File: config.mk
export PLATFORM = sky130hd
export DESIGN_NAME = rv_shift_receiver
export DESIGN_NICKNAME = d
export VERILOG_FILES = /design/src/rtl/rv_serial_pkg.sv /design/src/rtl/rv_shift_receiver.sv
export SDC_FILE = /design/constraint.sdc
export NUM_CORES = 1
export LEC_CHECK = 0
export CORE_MARGIN = 3
export CORE_UTILIZATION = 50
export CTS_CLUSTER_DIAMETER = 80
export DETAILED_ROUTE_END_ITERATION = 10
export GPL_TIMING_DRIVEN = 0
export PLACE_DENSITY = 0.81
export SYNTH_ARGS = -nofsm -noshare
export SYNTH_HDL_FRONTEND = slang
export SYNTH_SLANG_ARGS = --single-unit
File: constraint.sdc
create_clock -name clk -period 2.76 [get_ports clk]
set_input_delay 0.552 -clock clk [delete_from_list [all_inputs] [get_ports clk]]
set_output_delay 0.552 -clock clk [all_outputs]
set_load 0.01 [all_outputs]
File: src/rtl/rv_serial_pkg.sv
// Shared types and helpers for the serial receive path.
package rv_serial_pkg;

  typedef enum logic [1:0] {RX_IDLE, RX_SHIFT, RX_PARITY} rv_rx_state_t;

  // Widest word even_parity accepts; callers zero-extend, which leaves parity unchanged.
  localparam int unsigned MaxParityWidth = 64;

  function automatic logic even_parity(input logic [MaxParityWidth-1:0] v);
    return ^v;
  endfunction

endpackage

File: src/rtl/rv_shift_receiver.sv
// MSB-first serial-to-parallel receiver with a single valid/ready holding register.
// Define RV_SHIFT_RECEIVER_PARITY_EN to expect a trailing even-parity bit per word.
module rv_shift_receiver
  import rv_serial_pkg::*;
#(
  parameter int unsigned WIDTH = 8
) (
  input  logic             clk,
  input  logic             rst_n,
  input  logic             frame,
  input  logic             bit_valid,
  input  logic             bit_in,
  output logic [WIDTH-1:0] data,
  output logic             data_valid,
  input  logic             data_ready,
  output logic             busy,
  output logic             overrun,
  output logic             parity_error,
  input  logic             clear_status
);

  localparam int unsigned CNT_WIDTH = $clog2(WIDTH + 1);
  localparam logic [CNT_WIDTH-1:0] LastBit = CNT_WIDTH'(WIDTH - 1);

`ifdef RV_SHIFT_RECEIVER_PARITY_EN
  // The whole word must be held while its parity bit arrives.
  localparam int unsigned SrWidth = WIDTH;
`else
  // The final bit goes straight to the holding register, so one fewer bit is stored.
  localparam int unsigned SrWidth = WIDTH - 1;
`endif

  rv_rx_state_t         state_q, state_d;
  logic [SrWidth-1:0]   sr_q, sr_d;
  logic [CNT_WIDTH-1:0] cnt_q, cnt_d;
  logic [WIDTH-1:0]     data_q, data_d;
  logic                 data_valid_q, data_valid_d;
  logic                 overrun_q, overrun_d;
  logic                 deliver;
  logic                 perr_set;
  logic [WIDTH-1:0]     word;

  always_comb begin
    state_d  = state_q;
    sr_d     = sr_q;
    cnt_d    = cnt_q;
    deliver  = 1'b0;
    perr_set = 1'b0;
    word     = WIDTH'({sr_q, bit_in});

    if (!frame) begin
      state_d = RX_IDLE;
      cnt_d   = '0;
      sr_d    = '0;
    end else begin
      unique case (state_q)
        RX_IDLE, RX_SHIFT: begin
          state_d = RX_SHIFT;
          if (bit_valid) begin
            sr_d = SrWidth'({sr_q, bit_in});
            if (cnt_q == LastBit) begin
              cnt_d = '0;
`ifdef RV_SHIFT_RECEIVER_PARITY_EN
              state_d = RX_PARITY;
`else
              deliver = 1'b1;
`endif
            end else begin
              cnt_d = cnt_q + CNT_WIDTH'(1);
            end
          end
        end
`ifdef RV_SHIFT_RECEIVER_PARITY_EN
        RX_PARITY: begin
          word = WIDTH'(sr_q);
          if (bit_valid) begin
            state_d = RX_SHIFT;
            if (even_parity(MaxParityWidth'(sr_q)) == bit_in) begin
              deliver = 1'b1;
            end else begin
              perr_set = 1'b1;
            end
          end
        end
`endif
        default: state_d = RX_IDLE;
      endcase
    end
  end

  // Holding register: a completed word may replace data only if the slot drains this cycle.
  always_comb begin
    data_d       = data_q;
    data_valid_d = data_valid_q;
    overrun_d    = overrun_q;
    if (deliver) begin
      if (!data_valid_q || data_ready) begin
        data_d       = word;
        data_valid_d = 1'b1;
      end else begin
        overrun_d = 1'b1;
      end
    end else if (data_valid_q && data_ready) begin
      data_valid_d = 1'b0;
    end
    if (clear_status) overrun_d = 1'b0;
  end

  always_ff @(posedge clk or negedge rst_n) begin
    if (!rst_n) begin
      state_q      <= RX_IDLE;
      sr_q         <= '0;
      cnt_q        <= '0;
      data_q       <= '0;
      data_valid_q <= 1'b0;
      overrun_q    <= 1'b0;
    end else begin
      state_q      <= state_d;
      sr_q         <= sr_d;
      cnt_q        <= cnt_d;
      data_q       <= data_d;
      data_valid_q <= data_valid_d;
      overrun_q    <= overrun_d;
    end
  end

`ifdef RV_SHIFT_RECEIVER_PARITY_EN
  logic parity_error_q, parity_error_d;

  always_comb begin
    parity_error_d = parity_error_q | perr_set;
    if (clear_status) parity_error_d = 1'b0;
  end

  always_ff @(posedge clk or negedge rst_n) begin
    if (!rst_n) parity_error_q <= 1'b0;
    else        parity_error_q <= parity_error_d;
  end

  assign parity_error = parity_error_q;
`else
  assign parity_error = 1'b0;
`endif

  assign data       = data_q;
  assign data_valid = data_valid_q;
  assign overrun    = overrun_q;
  assign busy       = (state_q != RX_IDLE);

endmodule

==> metrics.log, run 1 <==
INFO  metric core_region_area = 0.001745 mm2
INFO  metric routed-via-count = 578
INFO  metric globalRoute.totalOverflow = 0
INFO  metric timing.max_slew.rel_slack = between 30% and 40%
INFO  metric cts_max_level = 1
INFO  metric critPathMaxFanout = 2
INFO  metric p_leak = around 0.56 nW
INFO  metric hold_path_class = reg -> reg
INFO  metric cts.repair_timing.setup_buffer_count = 0
INFO  metric async_set_reset_flop_share_out_of_synthesis = 100.0%
INFO  metric ios = 19
INFO  metric status = complete, no violations
INFO  metric critPathCapture = data[4]
INFO  metric finalSetupViolations = 0
INFO  metric cts_max_path_buffers = 2
INFO  metric r2r_end = data[0]
INFO  metric worst_skew_pair.late_latency = 0.30 ns
INFO  metric critical_path.max_stage_delay = around 0.53 ns
INFO  metric timing.critical_path.from_type = register
INFO  metric skew = slightly above 0.004 ns
INFO  metric critical-path-top-delay-family = buffers and inverters
INFO  metric mappedNetlistArea = 937.1 um2
INFO  metric report.final.hold_viol_count = 0
INFO  metric nFillCells = between 100 and 150
INFO  metric ff2ff_path_depth = 4
INFO  metric regToRegStartpoint = cnt_q[0]
INFO  metric ys_types = 24
INFO  metric grt_pass1_wl = about 2800 um
INFO  metric final_design_area_no_fill = between 0.001 and 0.0015 mm2
INFO  metric drt.antenna.violating_nets = 0
INFO  metric global_route_usage_over_all_layers = approximately 15%
INFO  metric highest_clock_rate = about 0.57 GHz
INFO  metric worstSetupStartpoint = data[4]
INFO  metric synth.yosys.seq_area_share = 58.74%
INFO  metric timing.critical_path.buf_inv = 1
INFO  metric synth.net_count = slightly below 80
INFO  metric layout_min_cycle_time = about 1.7 ns
INFO  metric clock_sinks = 22
INFO  metric crit_path_cell_trace = clkdlybuf4s50_1
INFO  metric syn_avg_cell_area = roughly 13 um2
INFO  metric wirelength = 1461 um
INFO  metric endpoint_class_of_the_critical_path = output port
INFO  metric most_frequent_cells_in_the_layout = dfrtp_1 (22), clkdlybuf4s50_1 (17), mux2_2 (8), mux2i_1 (8), nor2b_1 (8)
INFO  metric grt_max_degree = 23
INFO  metric design.die.area = between 0.002 and 0.0025 mm2
INFO  metric final_nets = 100
INFO  metric final-max-slew-violation-count = 0
INFO  metric irDropWorstVdd = between 0.3 and 0.4 mV
INFO  metric ys_dominant_reg_cell = dfrtp_1
INFO  metric via_count_of_the_first_global_routing_pass = 611
INFO  metric cp_slowest_cell = clkdlybuf4s50_1
INFO  metric grt_setup_unrepaired = no
INFO  metric synth_seq_cells = 22
INFO  metric number_of_buffers_created_by_cts = 3
INFO  metric period_share = between 60% and 70%
INFO  metric timing.setup.tns = 0 ns
INFO  metric cap_viol_max_count = 0
INFO  metric post_cts_resize_count = 0
INFO  metric worst-setup-path-type = reg -> out
INFO  metric number_of_detailed_route_iterations_in_the_first_pass = 2
INFO  metric rows = 15
INFO  metric pwr_density_cell = about 460 mW/mm2
INFO  metric grt_antenna_before_repair = 0
INFO  metric drive_gt1_share = about a fifth
INFO  metric dieWidth = 49.30 um
INFO  metric clkTransAtPathRegs = 0.12 ns
INFO  metric place.gp.congestion = about 0.74
INFO  metric worst_pin_slew = around 0.96 ns
INFO  metric crit_cells = 1
INFO  metric worst-endpoint-required = around 2.2 ns
INFO  metric crit_arrival = 1.20 ns
INFO  metric initial_core_util = ~54%
INFO  metric drtIter0Drc = 4
INFO  metric synth_enable_flop_cells = 0
INFO  metric clock-root-buffer = clkbuf_4
INFO  metric dieHeight = around 49 um
INFO  metric viasPerCell = around 5
INFO  metric postPlaceCellArea = 0.001139 mm2
INFO  metric final_common_cell = dfrtp_1
INFO  metric tritoncts_clock_tree = done
INFO  metric antenna_cells_inserted = 0
INFO  metric average_routed_wire_per_standard_cell = roughly 13 um
INFO  metric yosysWarnings = 0
INFO  metric syn2layout_area_growth = 25.37%
INFO  metric io_buffer_count = 17
INFO  metric cts_hold_repair.buffers = 0
INFO  metric hpwl = 1013 um
INFO  metric syn_inst = 70
INFO  metric final_core_util = between 60% and 70%
INFO  metric reg2reg_slack = 1.27 ns
INFO  metric drc_markers = 0
==> stage by stage <==
| stage | power, W | setup slack [ns] | instances | hold WS (ns) |
|---|---|---|---|---|
| 2_1_floorplan | 0.0003550 | 1.307 | 70 | 0.2564 |
| 4_1_cts | 0.0005470 | 0.9940 | 116 | 0.5191 |
| 5_1_grt | 0.0005702 | 0.9426 | 116 | 0.5338 |
| 3_3_place_gp | 0.0003753 | 0.8538 | 112 | 0.4729 |
| 6_report | 0.0005415 | 1.010 | 116 | 0.5134 |
| 3_5_place_dp | 0.0003762 | 0.8374 | 112 | 0.4927 |
==> routing by layer <==
| layer | track usage [%] | up-vias | wire, um |
|---|---|---|---|
| met2 | 22.99 | 13 | 663 |
| met4 | 8.057 | 0 | 34 |
| met5 | 0 | - | 0 |
| li1 | - | 283 | - |
| met3 | 3.364 | 4 | 69 |
| met1 | 19.48 | 278 | 694 |
==> synthesized netlist by cell type (all sizes together) (2+ instances only) <==
| cell type | instances | area share (%) |
|---|---|---|
| a21boi | 2 | 1.6 |
| buf | 2 | 1.3 |
| dfrtp | 22 | 59 |
| mux2 | 8 | 9.6 |
| mux2i | 8 | 8.5 |
| nand2 | 4 | 1.6 |
| nand4 | 2 | 1.3 |
| nor2b | 8 | 5.3 |
==> report_power, final <==
| group | leakage [nW] | internal [W] | switching (W) |
|---|---|---|---|
| sequential | 0.303 | 0.000327 | 0.00000387 |
| clock | 0.0210 | 0.0000803 | 0.0000917 |
| combinational | 0.235 | 0.0000199 | 0.0000187 |
| total | 0.559 | 0.000427 | 0.000114 |
==> cell type report <==
class	instances	area (um2)	share of cell area, %
inverters	1	3.754	0.3195
plain buffers	3	16.27	1.384
multi-input cells	44	366.6	31.20
repair buffers	17	170.2	14.48
flip-flops and latches	22	550.5	46.86
clock buffers	4	36.28	3.088
well taps	25	31.28	2.662
==> state kept, by name (all words and copies together) (netlist names) <==
register    count
state_q         1
cnt_q           4
sr_q            7
data_valid      1
overrun         1
data            8
==> worst min-delay path by stage <==
stage / startpoint / to / cells after the start
2_1_floorplan: rst_n / cnt_q[0] / 0
3_3_place_gp: overrun / overrun / 2
3_5_place_dp: data[3] / data[3] / 1
4_1_cts: data[7] / data[7] / 1
5_1_grt: data[0] / data[0] / 1
6_report: overrun / overrun / 2
==> cells by family (layout without fill, tap and decap cells) <==
family                   after synthesis  after routing  synth area share [%]
AO/OA/AOI/OAI                          4              4                 3.472
AND/OR/NAND/NOR                       21             21                 14.82
XOR/XNOR                               1              1                0.9348
adder cells (fa/ha/maj)                1              1                 1.335
flip-flops                            22             22                 58.75
multiplexers                          16             16                 18.16
other                                  1              1                0.4001
buffers and inverters                  4             25                 2.135
No activity file was read; power rests on OpenSTA's default activity.
==> run 2: changes to the inputs <==
- CORE_UTILIZATION: 50 -> 44
- PLACE_DENSITY: 0.81 -> 0.76
- clock period: 2.76 -> 1.5 ns (I/O delays scaled with it)
==> run 2 against run 1 <==
Compared with the run above: die area up 12%; clock skew up 0.0061 ns; total power up 110%; cell count up 3.4%; sequential power up 84%; register-to-register slack worse by 1.2 ns; wire length up 6.2%; worst setup slack worse by 0.95 ns; flip-flop and latch count unchanged; global-route usage down 1.3 points; non-clock buffer count up 2; cell area up 2.2%; highest routed layer is now met3.
==> metrics.log, run 2 (synthesized netlist as in run 1, its figures left out) <==
INFO  metric status = complete, no violations
INFO  metric reg2reg_slack = 0.06 ns (-1.21 ns)
INFO  metric critical_path.max_stage_delay = 0.43 ns (-0.10 ns)
INFO  metric global_route_usage_over_all_layers = 13.64% (-1.3 points)
INFO  metric place.gp.congestion = 0.7685 (+4.2%)
INFO  metric number_of_buffers_created_by_cts = 3 (unchanged)
INFO  metric dieHeight = 52.15 um (+5.8%)
INFO  metric final-max-slew-violation-count = 0 (unchanged)
INFO  metric clock_sinks = 22 (unchanged)
INFO  metric worst_skew_pair.late_latency = 0.31 ns (about the same)
INFO  metric worst-endpoint-required = 1.70 ns (-0.51 ns)
INFO  metric final_nets = 102 (+2.0%)
INFO  metric number_of_detailed_route_iterations_in_the_first_pass = 2 (unchanged)
INFO  metric cp_slowest_cell = dfrtp_1
INFO  metric grt_setup_unrepaired = no
INFO  metric p_leak = 0.6319 nW (+13%)
INFO  metric endpoint_class_of_the_critical_path = register
INFO  metric irDropWorstVdd = 0.6980 mV (+130%)
INFO  metric critPathMaxFanout = 8 (+6)
INFO  metric worst_pin_slew = 0.9579 ns (-0.001613 ns)
INFO  metric clkTransAtPathRegs = 0.13 ns (about the same)
INFO  metric r2r_end = data[0]
INFO  metric drt.antenna.violating_nets = 0 (unchanged)
INFO  metric post_layout_nonfiller_instances = 120 (+3.4%)
INFO  metric drive_gt1_share = 23.66% (+2.8 points)
INFO  metric syn2layout_area_growth = 28.17%
INFO  metric fin_total_pwr = 0.001138 W (+110%)
INFO  metric routed-via-count = 594 (+2.8%)
INFO  metric regToRegStartpoint = cnt_q[0]
INFO  metric cap_viol_max_count = 0 (unchanged)
INFO  metric timing.max_slew.rel_slack = 35.94% (+0.11 points)
INFO  metric nFillCells = 166 (+22%)
INFO  metric cts_hold_repair.buffers = 0 (unchanged)
INFO  metric clock-root-buffer = clkbuf_4
INFO  metric grt_antenna_before_repair = 0 (unchanged)
INFO  metric layout_min_cycle_time = roughly 1.4 ns
INFO  metric worst-setup-path-type = reg -> reg
INFO  metric highest_clock_rate = a little under 0.7 GHz
INFO  metric period_share = a little over nine tenths
INFO  metric most_frequent_cells_in_the_layout = dfrtp_1 (22), dlygate4sd2_1 (10), mux2_2 (8), mux2i_1 (8), nor2b_1 (8)
INFO  metric dp.cells = 114 (+1.8%)
INFO  metric pwr_density_cell = 947.5 mW/mm2 (+110%)
INFO  metric finalSetupViolations = 0 (unchanged)
INFO  metric critPathCapture = data[0]
INFO  metric worstSetupStartpoint = cnt_q[0]
INFO  metric report.final.hold_viol_count = 0 (unchanged)
INFO  metric design.die.area = 0.002720 mm2 (+12%)
INFO  metric cts_max_path_buffers = 2 (unchanged)
INFO  metric hold_path_class = reg -> reg
INFO  metric largest_register_ffs = 8 (unchanged)
INFO  metric drc_markers = 0 (unchanged)
INFO  metric cts_max_level = 1 (unchanged)
INFO  metric ios = 19 (unchanged)
INFO  metric drtIter0Drc = 7 (+3)
INFO  metric initial_core_util = 47.29% (-6.4 points)
INFO  metric globalRoute.totalOverflow = 0 (unchanged)
INFO  metric dieWidth = 52.15 um (+5.8%)
INFO  metric core_region_area = 0.001982 mm2 (+14%)
INFO  metric via_count_of_the_first_global_routing_pass = 609 (-0.33%)
INFO  metric final_common_cell = dfrtp_1
INFO  metric multiInputGateArea = 369.1 um2 (+0.68%)
INFO  metric crit_arrival = 1.64 ns (+0.44 ns)
INFO  metric grt_pass1_wl = 2684 um (-3.5%)
INFO  metric rows = 16 (+1)
INFO  metric wirelength = 1552 um (+6.2%)
INFO  metric ff2ff_path_depth = 4 (unchanged)
INFO  metric average_routed_wire_per_standard_cell = 12.93 um (+2.7%)
INFO  metric hpwl = 997.4 um (-1.5%)
INFO  metric crit_path_cell_trace = ha_2 -> and2b_2 -> nand3_4 -> mux2_2
INFO  metric grt_max_degree = 23 (unchanged)
INFO  metric io_buffer_count = 17 (unchanged)
INFO  metric antenna_cells_inserted = 0 (unchanged)
INFO  metric skew = 0.01020 ns (+0.006073 ns)
INFO  metric timing.critical_path.from_type = register
INFO  metric area.sequential = 550.5 um2 (unchanged)
INFO  metric viasPerCell = 4.950 (-0.66%)
INFO  metric tritoncts_clock_tree = done
-- run 2: cell types whose count changed in the layout (fill, tap and decap cells not counted) --
cell	change
bufinv_16	+1
ha_2	+1
buf_4	+2
dlygate4sd2_1	+10
ha_1	-1
clkbuf_8	-1
dlymetal6s2s_1	+1
clkdlybuf4s50_1	-11
-- run 2: area by class of cell --
type	count	area share, %
repair buffers	19	14.58
flip-flops and latches	22	45.83
clock buffers	3	1.875
multi-input cells	44	30.73
well taps	27	2.813
inverters	1	0.3125
clock inverters	1	2.500
plain buffers	3	1.354
-- run 2: routing by layer --
metal  global-route usage [%]  part of all wire [%]
met5                        0                     0
met3                    4.011                   5.3
met2                    22.38                    46
met1                    16.91                    49
met4                    5.106                     0
-- run 2: report_power, final --
| part | leakage [nW] | switching, W | total, W | internal [W] |
|---|---|---|---|---|
| clock network | 0.0279 | 0.000184 | 0.000454 | 0.000270 |
| registers | 0.303 | 0.00000705 | 0.000609 | 0.000602 |
| logic | 0.301 | 0.0000356 | 0.0000749 | 0.0000393 |
-- run 2: repair_timing --
action,in CTS,in global routing
setup endpoints to repair,10,10
pin swaps,0,1
buffers inserted,0,2
gates resized for setup,10,2
-- run 2: how the worst min path moves through the flow --
stage	from	endpoint	slack [ns]	cells past startpoint
floorplan	rst_n	cnt_q[0]	0.004	0
global placement	overrun	overrun	0.47	2
detailed placement	overrun	overrun	0.48	2
CTS	overrun	overrun	0.50	2
global route	frame	state_q[0]	0.52	1
finish	overrun	overrun	0.50	2
-- run 2: worst max-delay path: cells and delay by family, from the launching register on --
family                     cells  cell delay [ns]
and+or+nand+nor                2             0.37
DFF                            1             0.43
adders and majority gates      1             0.20
muxes                          1             0.35
-- run 2: metrics by stage --
step	hold slack [ns]	worst slack [ns]	setup TNS [ns]	utilization, %	instance area, um2
2_1_floorplan	0.004409	0.1258	0	-	937.1
3_3_place_gp	0.4717	-0.1646	-1.659	57.58	1141
3_5_place_dp	0.4751	-0.1747	-2.671	57.58	1141
4_1_cts	0.4991	0.001176	0	59.60	1181
5_1_grt	0.5222	0.004958	0	60.61	1201
6_report	0.4960	0.05602	0	60.61	1201
